## src/rtl/cdm_dot_acc.sv

```systemverilog
// Saturating accumulator over a run of LEN unsigned products from the approximate multiplier.
// Result is presented on a valid/ready port and held until the sink accepts it.
//
// state | meaning
// IDLE  | waiting for start; result outputs hold the last run's values
// ACC   | accepting products, one per clock when p_valid is high
// OUT   | result valid, waiting for res_ready
module cdm_dot_acc #(
    parameter int PW    = 16,
    parameter int AW    = 24,
    parameter int LEN_W = 8
) (
    input  logic             clk,
    input  logic             rst,
    input  logic             start,
    input  logic [LEN_W-1:0] len,
    input  logic             p_valid,
    output logic             p_ready,
    input  logic [PW-1:0]    p_data,
    output logic             res_valid,
    input  logic             res_ready,
    output logic [AW-1:0]    res_data,
    output logic             res_ovf,
    output logic             busy
);

    typedef enum logic [1:0] {
        IDLE = 2'd0,
        ACC  = 2'd1,
        OUT  = 2'd2
    } state_t;

    state_t           state_q, state_d;
    logic [AW-1:0]    acc_q, acc_d;
    logic [LEN_W-1:0] cnt_q, cnt_d;
    logic [LEN_W-1:0] len_q, len_d;
    logic             ovf_q, ovf_d;

    logic             xfer;
    logic [AW:0]      sum;

    always_comb begin
        state_d = state_q;
        acc_d   = acc_q;
        cnt_d   = cnt_q;
        len_d   = len_q;
        ovf_d   = ovf_q;
        xfer    = (state_q == ACC) && p_valid;
        // one spare bit catches the carry out of the AW-bit sum
        sum     = {1'b0, acc_q} + {{(AW + 1 - PW){1'b0}}, p_data};

        case (state_q)
            IDLE: begin
                if (start) begin
                    acc_d = '0;
                    cnt_d = '0;
                    ovf_d = 1'b0;
                    if (len != '0) begin
                        len_d   = len;
                        state_d = ACC;
                    end else begin
                        state_d = OUT;
                    end
                end
            end
            ACC: begin
                if (xfer) begin
                    cnt_d = cnt_q + 1'b1;
                    if (sum[AW]) begin
                        acc_d = '1;
                        ovf_d = 1'b1;
                    end else begin
                        acc_d = sum[AW-1:0];
                    end
                    if (cnt_q == len_q - 1'b1) begin
                        state_d = OUT;
                    end
                end
            end
            OUT: begin
                if (res_ready) begin
                    state_d = IDLE;
                end
            end
            default: begin
                state_d = IDLE;
            end
        endcase
    end

    always_ff @(posedge clk) begin
        if (rst) begin
            state_q <= IDLE;
            acc_q   <= '0;
            cnt_q   <= '0;
            len_q   <= '0;
            ovf_q   <= 1'b0;
        end else begin
            state_q <= state_d;
            acc_q   <= acc_d;
            cnt_q   <= cnt_d;
            len_q   <= len_d;
            ovf_q   <= ovf_d;
        end
    end

    // acc/ovf are only rewritten in ACC or on start, so they double as the held result
    assign p_ready   = (state_q == ACC);
    assign res_valid = (state_q == OUT);
    assign busy      = (state_q != IDLE);
    assign res_data  = acc_q;
    assign res_ovf   = ovf_q;

endmodule

```

## config.mk

```make
export PLATFORM = sky130hd
export DESIGN_NAME = cdm_dot_acc
export DESIGN_NICKNAME = d
export VERILOG_FILES = /design/src/rtl/cdm_dot_acc.sv
export SDC_FILE = /design/constraint.sdc
export NUM_CORES = 1
export LEC_CHECK = 0
export CAP_MARGIN = 10
export CORE_AREA = 2 2 76 78
export CTS_CLUSTER_DIAMETER = 30
export DETAILED_ROUTE_END_ITERATION = 8
export DIE_AREA = 0 0 78 80
export MAX_ROUTING_LAYER = met4
export PLACE_DENSITY = 0.88
export SLEW_MARGIN = 20
export SYNTH_ARGS = -nofsm -noshare
export SYNTH_HDL_FRONTEND = slang
export SYNTH_SLANG_ARGS = --single-unit
```

## constraint.sdc

```tcl
create_clock -name clk -period 4.7 [get_ports clk]
set_input_delay 0.47 -clock clk [delete_from_list [all_inputs] [get_ports clk]]
set_output_delay 0.47 -clock clk [all_outputs]
set_load 0.01 [all_outputs]
```

==> flow_summary.ini <==
[clock_tree]
cts_setup_buffers = 0
clk_path_buf_depth = 2
tritoncts = done
clock_latency_ns = 0.30
cts_buffers = 5
ctsHtreeMaxLevel = 2
holdBufCountCts = 0
clk_pin_slew_ns = 0.09
cts_sinks = 43
cts_resized = 0
ctsRootBufferMaster = clkbuf_8

[run_status]
status = finished, final reports clean

[yosys]
ys_seq_area_share_pct = 29.29
synth_fp_nets = 408
synth_ff_type = dfxtp_1
synth.avg_cell_area_um2 = 8.164
synth.distinct_cells = 60
netlist_area_mm2 = 0.002939
synth_top_area_share_pct = 29.29
yosys-top-cells-area = dfxtp_1 29%, ha_1 7.7%, a21oi_1 6.5%, xor2_1 5.1%, nand2_1 4.7%
ys_async_sr_fraction_pct = 0
synth-edff-count = 0
synth-seq-cells = 43
synth_warnings = 0
syn_inst = 360
yosysTopAreaCell = dfxtp_1

[pwr]
finalPower_w = 0.0009141
swShare_pct = 29.84
switchingPower_w = 0.0002727
p_seq_share_pct = 42.9
p_int_w = 0.0006414
ir_worst_vdd_uv = 140.8
p_leak_nw = 1.386
p_clk_share_pct = 32.4
combinationalPowerShare_pct = 24.8
cellPowerDensity_mw_per_mm2 = 250.8

[timing]
worst_pin_slew_ns = 0.7953
max_freq_mhz = 368.3
period_share_pct = 57.78
rsz0062_at_grt = false
fin_skew_ns = 0.006144
hold_violations = 0
finalMaxSlewViolations = 0
setup_viol = 0
finalCriticalPeriod_ns = 2.716
relSlewSlack_pct = 46.79
fin_hold_ws_ns = 0.4984
tns_ns = 0

[global_routing]
grt.overflow.total = 0
grt_first_pass_wirelength_um = 12830
track_usage_pct = 25.95
antenna_found_initial = 0
first_global_vias = 2741
grt_max_degree = 30

[placed_design]
place_area_mm2 = 0.003532
gp_congestion = 0.8988
port_buffers = 56
dp.final_hpwl_um = 5595

[floorplanning]
initial_core_util_pct = 54.38
die_area_mm2 = 0.006240
rows = 27
core_area_mm2 = 0.005405
die_width_um = 78
io_pins = 57
die_height_um = 80

[critical_path]
start_kind = input pin
critPathMaxStageDelay_ns = 0.46
cp-end-kind = register
worstReg2RegEnd = res_data[21]
path_buf_inv = 1
slowest_stage = clkdlybuf4s50_1
regToRegSetupSlack_ns = 2.22
cp_cell_sequence = clkdlybuf4s50_1 > ha_1 > fa_1 > a21oi_1 > o22ai_2 > o221ai_2 > o21ai_4 > nor2b_4 > nand2_1 > nand3_1
path_class = input pin to register
reg2reg_depth = 9
crit_path_max_fanout = 9
worstPathRequired_ns = 4.94
r2r_start = res_data[0]
timing.critical_path.max_delay_family = compound AO/OA/AOI/OAI gates
cp.arrival_ns = 2.95

[route]
drc = 0
wirelength_um = 7626
vias = 2903
first_iter_violations = 150
drtPass1Iterations = 4
routedWlPerCell_um = 15.82
vias_per_cell = 6.023
ant_nets = 0

[layout]
layout.nets = 457
regArea_um2 = 860.8
mostFrequentLayoutCell = clkdlybuf4s50_1
area_growth_pct = 24.01
final_cell_mix = 56 x clkdlybuf4s50_1, 43 x dfxtp_1, 38 x a21oi_1
insertedDiodeCount = 0
utilization_pct = 67.43
final_area_mm2 = 0.003645
multi_input_area_mm2 = 0.001972
fillers = 471
layout-drive-gt1-share_pct = 8.049

[hold_path]
hold_depth = 2
holdCritStartpoint = len_q[1]
hold_end = len_q[1]
hp-class = register to register

[run]
maxCapViolations = 0
[cell type report]
cell class	count	share of cell area, %
Clock buffer	5	1.888
Clock inverter	3	1.202
Inverter	9	0.9269
Multi-Input combinational cell	292	54.10
Sequential cell	43	23.62
Tap cell	72	2.472
Timing Repair Buffer	58	15.79
[power groups by stage]
stage	Clock (W)	Sequential (W)	Combinational, W
after floorplan	0	0.000400	0.000149
after global placement	0	0.000400	0.000218
after detailed placement	0	0.000400	0.000223
after CTS	0.000300	0.000392	0.000225
after global routing	0.000316	0.000394	0.000248
final	0.000296	0.000392	0.000226
[registers in the layout (all words and copies together), names as in the netlist]
register	flops
len_q	8
res_ovf	1
res_data	24
cnt_q	8
state_q	2
[per-stage QoR]
| stage | setup WS (ns) | std cells |
|---|---|---|
| final | 1.984 | 482 |
| after global routing | 1.814 | 482 |
| after CTS | 2.027 | 482 |
| after detailed placement | 1.723 | 474 |
| after global placement | 1.821 | 474 |
| after floorplan | 2.315 | 360 |
[tightest hold or removal path: stages, from the launching register on]
cell and delay [ns]:
dfxtp_1 0.34, nand2_1 0.06, a21oi_1 0.05
[cell families (layout without fill, tap and decap cells)]
logic type / Yosys count / count (layout) / share of synthesized area (%)
and+or+nand+nor: 129 / 129 / 23.20
buffers and inverters: 25 / 75 / 3.618
muxes: 1 / 1 / 0.3831
AOI/OAI and AO/OA: 117 / 117 / 27.42
adders and majority gates: 19 / 19 / 8.344
xor gates and xnor gates: 26 / 26 / 7.748
DFF: 43 / 43 / 29.29
[cells in the mapped netlist, drive strengths merged (2+ instances only)]
cell and count:
o21a 4, nor2 29, nand4 6, nand2b 2, xnor2 9, and3 2, or3 3, xor2 17
ha 18, a21o 7, a31oi 14, a21oi 39, inv 9, and2 4, nor2b 6, o211ai 2
a22oi 3, clkbuf 13, nand3 13, or2 3, a311oi 5, nor3 11, nor4 4, nor3b 4
buf 3, dfxtp 43, a211oi 10, a211o 4, nand2 38, o21ai 18
[worst max-delay path by stage]
stage	startpoint	end	slack, ns	depth (start not counted)
2_1_floorplan	p_data[0]	res_data[13]	2.32	10
3_3_place_gp	p_data[0]	res_data[7]	1.82	10
3_5_place_dp	p_data[0]	res_data[7]	1.72	10
4_1_cts	p_data[0]	res_data[12]	2.03	10
5_1_grt	p_data[0]	res_data[6]	1.81	10
6_report	p_data[0]	res_data[21]	1.98	10
[routing by layer]
metal / vias up / global-route usage (%) / part of all wire (%)
li1: 1416 / - / -
met1: 1385 / 31.61 / 43
met2: 88 / 44.91 / 50
met3: 14 / 3.959 / 4.6
met4: 0 / 7.193 / 1.8
met5: - / - / 0
Note: power is estimated with default switching activity, not from simulation.
